### src/rtl/debounce_pkg.sv
// Shared state encodings for the push-button debouncer.
package debounce_pkg;
  localparam int STATE_W = 2;

  localparam logic [STATE_W-1:0] IDLE      = 2'b00;
  localparam logic [STATE_W-1:0] CHK_PRESS = 2'b01;
  localparam logic [STATE_W-1:0] HELD      = 2'b10;
  localparam logic [STATE_W-1:0] CHK_REL   = 2'b11;

  typedef enum logic [STATE_W-1:0] {
    ST_IDLE      = IDLE,
    ST_CHK_PRESS = CHK_PRESS,
    ST_HELD      = HELD,
    ST_CHK_REL   = CHK_REL
  } state_t;
endpackage

### src/rtl/debounce_pulse_if.sv
// Button-in / debounced-out signal bundle between the board logic and the debouncer.
interface debounce_pulse_if;
  import debounce_pkg::*;

  logic               btn_in;
  logic               pulse;
  logic               level;
  logic [STATE_W-1:0] state_o;

  modport master (output btn_in, input pulse, input level, input state_o);
  modport slave  (input btn_in, output pulse, output level, output state_o);
endinterface

### src/rtl/sync_2ff.sv
// Two-flop synchroniser for an asynchronous single-bit board input.
module sync_2ff (
  input  logic clk,
  input  logic reset,
  input  logic d,
  output logic q
);
  logic s1_reg;
  logic q_reg;

  always_ff @(posedge clk or posedge reset) begin
    if (reset) begin
      s1_reg <= 1'b0;
      q_reg  <= 1'b0;
    end else begin
      s1_reg <= d;
      q_reg  <= s1_reg;
    end
  end

  assign q = q_reg;
endmodule

### src/rtl/debounce_pulse.sv
// Debounces a raw button and emits one enable pulse per accepted press plus a debounced level.
module debounce_pulse
  import debounce_pkg::*;
#(
  parameter int STABLE_CYCLES = 4
) (
  input  logic             clk,
  input  logic             reset,
  debounce_pulse_if.slave  bus
);
  localparam int CNT_W = $clog2(STABLE_CYCLES + 1);
  localparam logic [CNT_W-1:0] CNT_LAST = CNT_W'(STABLE_CYCLES - 1);

  logic             btn_s;
  state_t           state_reg, state_next;
  logic [CNT_W-1:0] cnt_reg, cnt_next;
  logic             pulse_reg, pulse_next;
  logic             level_reg, level_next;

  sync_2ff u_sync (
    .clk   (clk),
    .reset (reset),
    .d     (bus.btn_in),
    .q     (btn_s)
  );

  always_ff @(posedge clk or posedge reset) begin
    if (reset) begin
      state_reg <= ST_IDLE;
      cnt_reg   <= '0;
      pulse_reg <= 1'b0;
      level_reg <= 1'b0;
    end else begin
      state_reg <= state_next;
      cnt_reg   <= cnt_next;
      pulse_reg <= pulse_next;
      level_reg <= level_next;
    end
  end

  // pulse defaults low, so it can only be high for the single cycle after acceptance
  always_comb begin
    state_next = state_reg;
    cnt_next   = cnt_reg;
    pulse_next = 1'b0;
    level_next = level_reg;
    case (state_reg)
      ST_IDLE: begin
        if (btn_s) begin
          state_next = ST_CHK_PRESS;
          cnt_next   = '0;
        end
      end
      ST_CHK_PRESS: begin
        if (!btn_s) begin
          state_next = ST_IDLE;
        end else if (cnt_reg == CNT_LAST) begin
          state_next = ST_HELD;
          pulse_next = 1'b1;
          level_next = 1'b1;
        end else begin
          cnt_next = cnt_reg + CNT_W'(1);
        end
      end
      ST_HELD: begin
        if (!btn_s) begin
          state_next = ST_CHK_REL;
          cnt_next   = '0;
        end
      end
      ST_CHK_REL: begin
        if (btn_s) begin
          state_next = ST_HELD;
        end else if (cnt_reg == CNT_LAST) begin
          state_next = ST_IDLE;
          level_next = 1'b0;
        end else begin
          cnt_next = cnt_reg + CNT_W'(1);
        end
      end
      default: state_next = ST_IDLE;
    endcase
  end

  assign bus.pulse   = pulse_reg;
  assign bus.level   = level_reg;
  assign bus.state_o = state_reg;
endmodule

### src/flat_wrapper.sv
// flat-port wrapper written by rule: the top's interface ports become plain ports
module debounce_pulse_flat import debounce_pkg::*;
#(
  parameter int STABLE_CYCLES = 4
)
  (clk, reset, bus_btn_in, bus_pulse, bus_level, bus_state_o);
  debounce_pulse_if bus_i ();
  input  logic clk;
  input  logic reset;
  input wire logic [$bits(bus_i.btn_in)-1:0] bus_btn_in;
  output wire logic [$bits(bus_i.pulse)-1:0] bus_pulse;
  output wire logic [$bits(bus_i.level)-1:0] bus_level;
  output wire logic [$bits(bus_i.state_o)-1:0] bus_state_o;
  assign bus_i.btn_in = bus_btn_in;
  assign bus_pulse = bus_i.pulse;
  assign bus_level = bus_i.level;
  assign bus_state_o = bus_i.state_o;
  debounce_pulse #(.STABLE_CYCLES(STABLE_CYCLES)) u_core (.clk(clk), .reset(reset), .bus(bus_i));
endmodule
### config.mk
export PLATFORM = sky130hd
export DESIGN_NAME = debounce_pulse_flat
export DESIGN_NICKNAME = d
export VERILOG_FILES = /design/src/rtl/debounce_pkg.sv /design/src/rtl/debounce_pulse_if.sv /design/src/rtl/sync_2ff.sv /design/src/rtl/debounce_pulse.sv /design/src/flat_wrapper.sv
export SDC_FILE = /design/constraint.sdc
export NUM_CORES = 1
export LEC_CHECK = 0
export CAP_MARGIN = 20
export CORE_AREA = 3 3 40 42
export DETAILED_ROUTE_END_ITERATION = 10
export DIE_AREA = 0 0 43 45
export HOLD_SLACK_MARGIN = 0.05
export PLACE_DENSITY = 0.46
export SKIP_LAST_GASP = 1
export SLEW_MARGIN = 20
export SYNTH_ARGS = -nofsm -noshare
export SYNTH_HDL_FRONTEND = slang
export SYNTH_SLANG_ARGS = --single-unit
export TNS_END_PERCENT = 100
### constraint.sdc
create_clock -name clk -period 3.7 [get_ports clk]
set_input_delay 0.74 -clock clk [delete_from_list [all_inputs] [get_ports clk]]
set_output_delay 0.74 -clock clk [all_outputs]
set_load 0.02 [all_outputs]
Word level (Yosys, flattened, before mapping) --
Cells that the tools add are included.
Word-level totals: register bits after elaboration 9, bits in read-only memories 0, word-level logic and storage cells 45, output and inout port bits 4, memories 0, latch bits 0, bits in writable memories 0
Cells by class: divide/modulo/power cells 0, shift-type cells 0, equality and inequality tests 12, multiply operators 0, bitwise operators 0, muxes and demuxes 21, order comparisons 0, reductions and logical operators 5, $add $sub $neg 1
Operators by type and width (number):
- 3-bit two-way mux | 5
- 2-bit two-way mux | 6
- 3-bit one-hot mux with 4 select lines | 1
- 2-bit != test, second input constant | 4
- 2-bit one-hot mux with 4 select lines | 1
- 4-bit AND reduction | 2
- 1-bit two-way mux | 7
- 3-bit by 2-bit != test with 1-bit output, second input constant | 2
- 5-bit AND reduction | 1
- 2-bit == test, second input constant | 2
- 2-bit by 1-bit != test with 1-bit output, second input constant | 2
- 3-bit by 1-bit adder with 3-bit output, second input constant | 1
- 3-bit by 2-bit == test with 1-bit output, second input constant | 1
- 2-bit by 1-bit == test with 1-bit output, second input constant | 1
- 2-bit logical NOT | 1
- 1-bit one-hot mux with 2 select lines | 1
- 2-bit nonzero test | 1

Logic depth before layout (Yosys ltp) --
Gate-level depths: netlist of run 1.
depth in word-level cells 4, depth in mapped cells 5, mapped depth without buffers 5

Hierarchy --
From an unflattened synthesis of run 1, not the netlist that was laid out.
Unflattened totals: cells, all modules 31, area total of the unflattened synthesis 394.1 um^2
Modules (own cells, without submodules):
- debounce_pulse | times used 1, area each 340.3 um^2, cells an instance 28
- sync_2ff | times used 1, area each 53.8 um^2, cells an instance 3

Worst setup path after synthesis of run 1 --
OpenSTA, ideal clock, no wires.
path type register -> register, start register u_core.cnt_reg[0], end register u_core.cnt_reg[1], buffers on the path 0, stages on the path, launching flop included 5, arrival time 1.302 ns, slack 2.315 ns, library setup time 0.082 ns, cell sequence dfrtp_1 -> ha_1 -> ha_1 -> or3b_4 -> o22ai_1
Between the ends: cells in the longest elaborated chain, start to end 4
RTL lines:
- start, declared | line debounce_pulse.sv:16 | logic [CNT_W-1:0] cnt_reg, cnt_next;
- start signal, assigned | line debounce_pulse.sv:35 | cnt_reg <= cnt_next;
- 3-bit by 1-bit adder with 3-bit output or 3-bit by 2-bit == test with 1-bit output (tied branches)
- 3-bit two-way mux (*) | line debounce_pulse.sv:57, debounce_pulse.sv:74
- 3-bit two-way mux, on equally long branches | line debounce_pulse.sv:72, debounce_pulse.sv:55
- 3-bit one-hot mux with 4 select lines (*) | line debounce_pulse.sv:47 | case (state_reg)
Every way passes the cells marked *; elsewhere a longest branch is shown, timed or not. The select of a mux whose other input is x is not followed. A chain may end at the register's enable or synchronous reset.

==> summary.md, run 1 <==
| Metric | Value |
|---|---|
| Clk slew on worst S/H paths | `60 ps` |
| Clock Root Buffer | `clkbuf_4` |
| Max IR drop VDD | `250 µV` |
| RSZ-0062 raised after global routing | `no` |
| Largest net degree at the start of global routing | `10` |
| Clock Tree Buf Depth | `2` |
| PortBufs | `6` |
| CP max-delay cell | `clkdlybuf4s50_1` |
| CTS tree | `built` |
| Post-CTS Setup Bufs | `0` |
| Drt via density | `4.50` |
| Via count | `261` |
| Worst reg2reg startpoint | `u_core.cnt_reg[0]` |
| Total Wirelength | `671 µm` |
| Residual DRC count | `0` |
| Post-synthesis adder-cell area fraction | `9.71%` |
| TNS Setup | `0 ps` |
| WP buf/inv | `1` |
| GRT Max-Usage Layer | `met2` |
| Clock skew | `1.53 ps` |
| Status | `complete, no violations` |
| Die area | `1940 µm²` |
| Pwr dens | `654 nW/µm²` |
| Pins Over Slew Limit | `0` |
| Crit path to | `bus_state_o[1]` |
| Post-synthesis register bit count | `9` |
| Post-Synth Simple-Gate Area | `7.77%` |
| Post-route cell area | `492 µm²` |
| Critical path startpoint category | `flop` |
| Static leakage | `0.218 nW` |
| Clk Latency, worst-skew pair | `250 ps` |
| Hold buffers post-CTS | `0` |
| Critical path class | `flop to primary output` |
| Wire length per cell | `11.6 µm` |
| Syn nets | `39` |
| Synth Area in XOR/XNOR | `2.27%` |
| Overflow after GRT | `0` |
| Antenna diode count | `0` |
| Fmax | `475 MHz` |
| Layout area overhead | `27.2%` |
| Worst EP arrival | `1360 ps` |
| NumNets Final | `50` |
| CP endpoint kind | `primary output` |
| Routing usage on met1 | `8.46%` |
| Largest cells by area after synthesis | `dfrtp_1 58%, ha_1 9.7%, a21oi_1 6.5%, inv_1 3.9%, o22ai_1 3.2%` |
| Final Hold Viols | `0` |
| Initial Utilization | `30.1%` |
| Placed Area | `465 µm²` |
| Final setup viols | `0` |
| Cells after Synth | `33` |
| GRT met3 Usage | `2.79%` |
| Share of the synthesized area in the top cell type | `58.3%` |
| Register area share after synthesis | `58.3%` |
| Compound-cell area share of the yosys netlist | `12.6%` |
| Commonest non-fill, non-tap cell in the layout | `dfrtp_1` |
| Met2 Use GR | `12.9%` |
| Total GRT Usage | `7.83%` |
| CTS Buf Count | `3` |
| Slew @ Worst Pin | `331 ps` |
| Detail Route Antenna Nets | `0` |
| Relative slew margins | `77.9%` |
| Worst path top cell family by delay | `buffers and inverters` |
| Row count | `13` |
| Worst path required time | `2960 ps` |
| Die Ht | `45 µm` |
| Number of enable flip-flop cells after synthesis | `0` |
| Worst r2r path cells | `4` |
| Worst Hold Class | `flop to flop` |
| 1st-pass router iterations | `1` |
| Maxcap violations | `0` |
| Synth Cell Area | `387 µm²` |
| Leading area contributor after synthesis | `dfrtp_1` |
| Initial antenna violation count | `0` |
| Min cycle time layout | `2100 ps` |
| Slowest stage delay, CP | `650 ps` |
| Final Power | `0.322 mW` |
| Core area | `1280 µm²` |
| I/O Pins | `7` |
| H-Tree Depth | `1` |
| Unique cell type count in the Yosys netlist | `14` |
| DIE WIDTH | `43 µm` |
| Largest family of logic cells by synthesized area | `compound AO/OA/AOI/OAI gates` |
| Critical path depth in cells | `1` |
| Via count of the first global-routing pass | `270` |
| Yosys warns | `0` |
| Most frequent cells in the layout | `9 x dfrtp_1, 6 x clkdlybuf4s50_1, 5 x a21oi_1` |
| Mux contribution to synthesized area | `5.50%` |
| CTS Sinks | `9` |
| GPL Wtd Cong | `0.722` |
| R2r endpoint | `u_core.cnt_reg[2]` |
| Most used DFF post-synth | `dfrtp_1` |
| Cells along the critical path | `clkdlybuf4s50_1` |
| CTS resizes | `0` |
| Fill cells | `131` |
| Worst Path Max Fanout | `7` |
| R2R Setup Slk | `2210 ps` |
| Syn Area/Cell | `11.7 µm²` |
| Starting DRT DRC Count | `0` |
| Final period utilization | `56.9%` |
| Share of layout cells above drive strength 1 | `11.6%` |
| First-pass GRT wire length | `1100 µm` |
| Synth async-reset ratio | `100%` |
==> kinds of logic (layout without fill, tap and decap cells) <==
logic type,count (synthesis),after routing
AO/OA/AOI/OAI,9,9
buffers and inverters,4,14
flip-flops,9,9
multiplexers,2,2
adder cells (fa/ha/maj),3,3
AND/OR/NAND/NOR,5,5
XOR/XNOR,1,1
==> power by group <==
part           internal [mW]  switching, mW  total, mW
Sequential             0.123         0.0203      0.144
Combinational         0.0535         0.0532      0.107
Clock                 0.0413         0.0301     0.0714
==> per-stage QoR <==
| stage | std cells | hold WS, ps | utilization, % | worst slack [ps] |
|---|---|---|---|---|
| floorplan | 33 | 331 | - | 2320 |
| CTS | 58 | 348 | 38.3 | 1580 |
| global route | 58 | 358 | 38.3 | 1520 |
| global placement | 54 | 335 | 36.2 | 1900 |
| finish | 58 | 347 | 38.3 | 1600 |
| detailed placement | 54 | 335 | 36.2 | 1860 |
==> cells in the mapped netlist, types with 2 or more instances <==
library cell,n
dfrtp_1,9
a21oi_1,5
inv_1,4
ha_1,3
nand2_1,2
o22ai_1,2
==> cell type report <==
class                      instances  area (µm²)  share of cell area (%)
tap                               15        18.8                    3.82
inverter                           4        15.0                    3.05
timing repair buffer               6        60.1                    12.2
sequential                         9         225                    45.8
clock buffer                       4        26.3                    5.34
multi-input combinational         20         146                    29.8
==> per-layer routing <==
metal / part of all wire (%) / vias to the layer above
li1: - / 133
met1: 45 / 120
met2: 48 / 6
met3: 5.7 / 2
met4: 0.89 / 0
met5: 0 / -
==> how the worst min path moves through the flow <==
stage / from / endpoint / slack, ps / cells past startpoint
after global routing: u_core.u_sync.s1_reg / u_core.u_sync.q / 360 / 0
final: u_core.u_sync.s1_reg / u_core.u_sync.q / 350 / 0
after floorplan: u_core.u_sync.s1_reg / u_core.u_sync.q / 330 / 0
after CTS: u_core.u_sync.s1_reg / u_core.u_sync.q / 350 / 0
after global placement: u_core.u_sync.s1_reg / u_core.u_sync.q / 330 / 0
after detailed placement: u_core.u_sync.s1_reg / u_core.u_sync.q / 330 / 0
Note: power is estimated with default switching activity, not from simulation.
==> run 2: changes to the inputs <==
PLACE_DENSITY = 0.48   (was 0.46)
clock period = 1.9 ns   (was 3.7 ns; I/O delays follow)
==> summary.md, run 2 (synthesis results as in run 1) <==
| Metric | Value |
|---|---|
| CTS Buf Count | `3 (unchanged)` |
| CTS resizes | `0 (unchanged)` |
| Pins Over Slew Limit | `0 (unchanged)` |
| Starting DRT DRC Count | `3 (was 0)` |
| Final period utilization | `91.4%` |
| Drt via density | `4.62 (was 4.50)` |
| Net Switching | `0.203 mW (was 0.104 mW)` |
| Via count of the first global-routing pass | `237 (was 270)` |
| Min cycle time layout | `1740 ps` |
| Final setup viols | `0 (unchanged)` |
| Relative slew margins | `77.1% (was 77.9%)` |
| Slew @ Worst Pin | `343 ps (was 331 ps)` |
| DIE WIDTH | `43 µm (unchanged)` |
| Fill cells | `132 (was 131)` |
| Clock Tree Buf Depth | `2 (unchanged)` |
| Worst Path Max Fanout | `7 (unchanged)` |
| # placed instances | `54 (unchanged)` |
| Antenna diode count | `0 (unchanged)` |
| Layout area overhead | `27.2% (unchanged)` |
| Cells along the critical path | `clkdlybuf4s50_1 (unchanged)` |
| Combinational share of power | `33.5% (was 33.2%)` |
| Post-route cell area | `492 µm² (unchanged)` |
| Status | `complete, no violations (unchanged)` |
| Initial antenna violation count | `0 (unchanged)` |
| Slowest stage delay, CP | `650 ps (about the same)` |
| Largest net degree at the start of global routing | `10 (unchanged)` |
| Clk slew on worst S/H paths | `50 ps (was 60 ps)` |
| Worst EP arrival | `1360 ps (about the same)` |
| Final core occ | `38.3% (unchanged)` |
| Static leakage | `0.218 nW (unchanged)` |
| NumNets Final | `50 (unchanged)` |
| CTS tree | `built (unchanged)` |
| Total Wirelength | `622 µm (was 671 µm)` |
| Hold buffers post-CTS | `0 (unchanged)` |
| Switching Share | `32.3% (was 32.2%)` |
| Pint | `0.426 mW (was 0.218 mW)` |
| Clock skew | `3.24 ps (was 1.53 ps)` |
| Final cell count without fillers | `58 (unchanged)` |
| I/O Pins | `7 (unchanged)` |
| Initial Utilization | `30.1% (unchanged)` |
| First-pass GRT wire length | `924 µm (was 1100 µm)` |
| CP max-delay cell | `clkdlybuf4s50_1 (unchanged)` |
| Worst path top cell family by delay | `buffers and inverters (unchanged)` |
| CTS Sinks | `9 (unchanged)` |
| WP buf/inv | `1 (unchanged)` |
| Clock Root Buffer | `clkbuf_4 (unchanged)` |
| Post-CTS Setup Bufs | `0 (unchanged)` |
| Pwr dens | `1280 nW/µm² (was 654 nW/µm²)` |
| Max IR drop VDD | `553 µV (was 250 µV)` |
| PortBufs | `6 (unchanged)` |
| 1st-pass router iterations | `2 (was 1)` |
| Overflow after GRT | `0 (unchanged)` |
| Total GRT Usage | `7.16% (was 7.83%)` |
| Clk Latency, worst-skew pair | `250 ps (about the same)` |
| GPL Wtd Cong | `0.696 (was 0.722)` |
| Final hold slack | `349 ps (was 347 ps)` |
| Clock power frac | `21.9% (was 22.2%)` |
| Detail Route Antenna Nets | `0 (unchanged)` |
| RSZ-0062 raised after global routing | `no (unchanged)` |
| Placed Area | `465 µm² (unchanged)` |
| Core area | `1280 µm² (unchanged)` |
| Worst Hold Class | `flop to flop (unchanged)` |
| Die Ht | `45 µm (unchanged)` |
| Row count | `13 (unchanged)` |
| Via count | `268 (was 261)` |
| Critical path class | `flop to primary output (unchanged)` |
| TNS Setup | `0 ps (unchanged)` |
| Most frequent cells in the layout | `9 x dfrtp_1, 6 x clkdlybuf4s50_1, 5 x a21oi_1 (unchanged)` |
| Post-detail-place hpwl | `508 µm` |
| Commonest non-fill, non-tap cell in the layout | `dfrtp_1 (unchanged)` |
| Share of layout cells above drive strength 1 | `11.6% (unchanged)` |
| Residual DRC count | `0 (unchanged)` |
| Final Hold Viols | `0 (unchanged)` |
| Seq pwr share | `44.5% (was 44.6%)` |
| Fmax | `576 MHz` |
| CP endpoint kind | `primary output (unchanged)` |
| H-Tree Depth | `1 (unchanged)` |
| Worst path required time | `1520 ps (was 2960 ps)` |
| Maxcap violations | `0 (unchanged)` |
| Die area | `1940 µm² (unchanged)` |
| Critical path startpoint category | `flop (unchanged)` |
| Wire length per cell | `10.7 µm (was 11.6 µm)` |
## run 2: routing by layer
metal	GRT usage [%]	vias to the layer above	wire length [µm]	part of all wire (%)
met2	11.7	7	309	50
met3	2.39	0	47	7.6
met4	7.23	0	0	0
li1	-	136	-	-
met1	6.98	125	265	43
met5	0	-	0	0
## run 2: worst paths after layout
kind,to,from,slack [ps],cells past startpoint
max,bus_state_o[1],flop,160,1
min,u_core.u_sync.q,u_core.u_sync.s1_reg,350,0
max reg2reg,u_core.cnt_reg[2],u_core.cnt_reg[0],440,4
min reg2reg,u_core.u_sync.q,u_core.u_sync.s1_reg,350,0
max in group asynchronous,u_core.bus.pulse,reset,1260,2
min in group asynchronous,u_core.cnt_reg[1],reset,390,2
## run 2: final cells by class
| type | instances | area, µm² | share of cell area, % |
|---|---|---|---|
| clock buffer | 4 | 26.3 | 5.34 |
| inverter | 4 | 15.0 | 3.05 |
| multi-input combinational | 20 | 146 | 29.8 |
| sequential | 9 | 225 | 45.8 |
| tap | 15 | 18.8 | 3.82 |
| timing repair buffer | 6 | 60.1 | 12.2 |
## run 2: power by group through the flow
stage / combinational, mW / sequential (mW) / clock (mW)
floorplan: 0.121 / 0.299 / 0
global placement: 0.203 / 0.278 / 0
detailed placement: 0.211 / 0.284 / 0
CTS: 0.212 / 0.281 / 0.147
global route: 0.228 / 0.287 / 0.157
finish: 0.211 / 0.280 / 0.138
## run 2: worst register-to-register path, cell delays in order (launching register included)
cell     delay (ps)
dfrtp_1         390
ha_1            220
ha_1            220
or3b_4          420
o22ai_1         130
## run 2: stage by stage
| stage | worst slack, ps | power, mW |
|---|---|---|
| floorplan | 515 | 0.420 |
| detailed placement | 416 | 0.496 |
| global route | 97.5 | 0.672 |
| finish | 164 | 0.628 |
| CTS | 136 | 0.639 |
| global placement | 449 | 0.481 |
==> run 3: changes to the inputs <==
PLACE_DENSITY = 0.49   (was 0.48)
SYNTH_HIERARCHICAL = 1   (was not set)
==> summary.md, run 3 <==
| Metric | Value |
|---|---|
| Status | `complete, no violations (unchanged)` |
| Final setup viols | `0 (unchanged)` |
| Drt via density | `4.77 (was 4.62)` |
| Synth Cell Area | `394 µm² (was 387 µm²)` |
| GPL Wtd Cong | `0.644 (was 0.696)` |
| Largest cells by area after synthesis | `dfrtp_1 57%, ha_1 9.5%, xnor2_2 4.1%, a21o_1 3.8%, inv_1 2.9% (was dfrtp_1 58%, ha_1 9.7%, a21oi_1 6.5%, inv_1 3.9%, o22ai_1 3.2%)` |
| Syn Area/Cell | `12.7 µm² (was 11.7 µm²)` |
| Yosys warns | `6 (was 0)` |
| Total GRT Usage | `8.69% (was 7.16%)` |
| Top-count cell post-synth | `dfrtp_1 (unchanged)` |
| Post-synthesis register bit count | `9 (unchanged)` |
| Static leakage | `0.237 nW (was 0.218 nW)` |
| Fill cells | `129 (was 132)` |
| NumNets Final | `48 (was 50)` |
| Post-detail-place hpwl | `501 µm (was 508 µm)` |
| Clock Root Buffer | `clkbuf_4 (unchanged)` |
| CP endpoint kind | `primary output (unchanged)` |
| RSZ-0062 raised after global routing | `no (unchanged)` |
| H-Tree Depth | `1 (unchanged)` |
| Most used DFF post-synth | `dfrtp_1 (unchanged)` |
| Via count of the first global-routing pass | `277 (was 237)` |
| GRT met3 Usage | `3.59% (was 2.39%)` |
| WP buf/inv | `1 (unchanged)` |
| Most frequent cells in the layout | `9 x dfrtp_1, 6 x clkdlybuf4s50_1, 3 x clkbuf_4, 3 x inv_1, 3 x ha_1 (was 9 x dfrtp_1, 6 x clkdlybuf4s50_1, 5 x a21oi_1)` |
| Synth cell count leaders | `9 x dfrtp_1, 3 x ha_1, 3 x inv_1 (was 9 x dfrtp_1, 5 x a21oi_1, 4 x inv_1)` |
| Die Ht | `45 µm (unchanged)` |
| Fin worst setup slack | `139 ps (was 164 ps)` |
| Total Wirelength | `616 µm (was 622 µm)` |
| 1st-pass router iterations | `4 (was 2)` |
| Relative slew margins | `80.8% (was 77.1%)` |
| Min cycle time layout | `1760 ps (was 1740 ps)` |
| Multi-input gate area | `158 µm² (was 146 µm²)` |
| Clk slew on worst S/H paths | `60 ps (was 50 ps)` |
| Worst Path Max Fanout | `9 (was 7)` |
| Fmax | `568 MHz (was 576 MHz)` |
| Pwr dens | `1390 nW/µm² (was 1280 nW/µm²)` |
| PortBufs | `6 (unchanged)` |
| Cells after Synth | `31 (was 33)` |
| Final Hold Viols | `0 (unchanged)` |
| Commonest non-fill, non-tap cell in the layout | `dfrtp_1 (unchanged)` |
| DIE WIDTH | `43 µm (unchanged)` |
| Detail Route Antenna Nets | `0 (unchanged)` |
| CTS resizes | `0 (unchanged)` |
| Slew @ Worst Pin | `287 ps (was 343 ps)` |
| Critical path startpoint category | `flop (unchanged)` |
| Worst path required time | `1520 ps (about the same)` |
| TNS Setup | `0 ps (unchanged)` |
| Initial Utilization | `30.7% (was 30.1%)` |
| Wire length per cell | `11.0 µm (was 10.7 µm)` |
| Overflow after GRT | `0 (unchanged)` |
| Core area | `1280 µm² (unchanged)` |
| Largest net degree at the start of global routing | `10 (unchanged)` |
| Worst path top cell family by delay | `buffers and inverters (unchanged)` |
| CTS Sinks | `9 (unchanged)` |
| Row count | `13 (unchanged)` |
| Antenna diode count | `0 (unchanged)` |
| Clk Latency, worst-skew pair | `250 ps (about the same)` |
| Register area share after synthesis | `57.1% (was 58.3%)` |
| Initial antenna violation count | `0 (unchanged)` |
| Pins Over Slew Limit | `0 (unchanged)` |
| GRT Max-Usage Layer | `met2 (unchanged)` |
| Unique cell type count in the Yosys netlist | `16 (was 14)` |
| Cells along the critical path | `clkdlybuf4s50_1 (unchanged)` |
| Share of layout cells above drive strength 1 | `9.76% (was 11.6%)` |
| Layout area overhead | `26.7% (was 27.2%)` |
| Residual DRC count | `0 (unchanged)` |
| Slowest stage delay, CP | `660 ps (was 650 ps)` |
| Routing usage on met1 | `9.27% (was 6.98%)` |
| Die area | `1940 µm² (unchanged)` |
| I/O Pins | `7 (unchanged)` |
| FF/Latch Area | `225 µm² (unchanged)` |
| Clock Tree Buf Depth | `2 (unchanged)` |
| CTS Buf Count | `3 (unchanged)` |
| Share of the synthesized area in the top cell type | `57.1% (was 58.3%)` |
| Critical path depth in cells | `1 (unchanged)` |
| Hold buffers post-CTS | `0 (unchanged)` |
| Maxcap violations | `0 (unchanged)` |
| Post-CTS Setup Bufs | `0 (unchanged)` |
| Synth async-reset ratio | `100% (unchanged)` |
| Syn nets | `37 (was 39)` |
| Worst EP arrival | `1380 ps (was 1360 ps)` |
| CTS tree | `built (unchanged)` |
| Number of enable flip-flop cells after synthesis | `0 (unchanged)` |
| Final period utilization | `92.7% (was 91.4%)` |
| Post-Place Setup Slack | `391 ps (was 416 ps)` |
| Clock skew | `5.93 ps (was 3.24 ps)` |
| Starting DRT DRC Count | `6 (was 3)` |
| Leading area contributor after synthesis | `dfrtp_1 (unchanged)` |
| Critical path class | `flop to primary output (unchanged)` |
| Worst Hold Class | `input pin to async pin (was flop to flop)` |
| Post-route cell area | `499 µm² (was 492 µm²)` |
| Placed Area | `473 µm² (was 465 µm²)` |
| Met2 Use GR | `13.5% (was 11.7%)` |
| First-pass GRT wire length | `1200 µm (was 924 µm)` |
| CP max-delay cell | `clkdlybuf4s50_1 (unchanged)` |
| Worst r2r path cells | `4 (unchanged)` |
| Max IR drop VDD | `520 µV (was 553 µV)` |
| Via count | `267 (was 268)` |
-- run 3: worst paths after layout --
kind,endpoint,slack [ps],from
max,bus_state_o[0],140,u_core/bus.state_o[0]
min in group clk,u_core/u_sync/q,360,u_core/u_sync/s1_reg
max reg2reg,u_core/cnt_reg[1],510,u_core/cnt_reg[0]
min,u_core/u_sync/s1_reg,310,reset
min reg2reg,u_core/u_sync/q,360,u_core/u_sync/s1_reg
max in group asynchronous,u_core/bus.level,1300,reset
-- run 3: routing by layer --
layer	up-vias	wire length (µm)
li1	134	-
met1	128	256
met2	5	332
met3	0	26
met4	0	0
met5	-	0
-- run 3: cells by family after synthesis --
group / synth area share, %
buf+inv: 2.86
mux: 2.86
xor+xnor: 4.13
fa+ha+maj: 9.52
flops: 57.1
simple gates: 7.62
compound gates: 15.9
-- run 3: layout make-up --
class	count	share of cell area, %
Sequential cell	9	45.1
Multi-Input combinational cell	19	31.6
Timing Repair Buffer	6	12.0
Clock buffer	4	5.26
Tap cell	15	3.76
Inverter	3	2.26
-- run 3: where the power goes --
part           internal [mW]  switching [mW]
clock network         0.0805          0.0595
logic                  0.131           0.119
registers              0.244          0.0602
total                  0.456           0.239
-- run 3: metrics by stage --
stage	total power, mW	util [%]	hold WS [ps]	cells
after floorplan	0.468	-	121	31
after global placement	0.554	36.8	345	52
after detailed placement	0.565	36.8	348	52
after CTS	0.712	38.9	302	56
after global routing	0.756	38.9	311	56
final	0.695	38.9	309	56
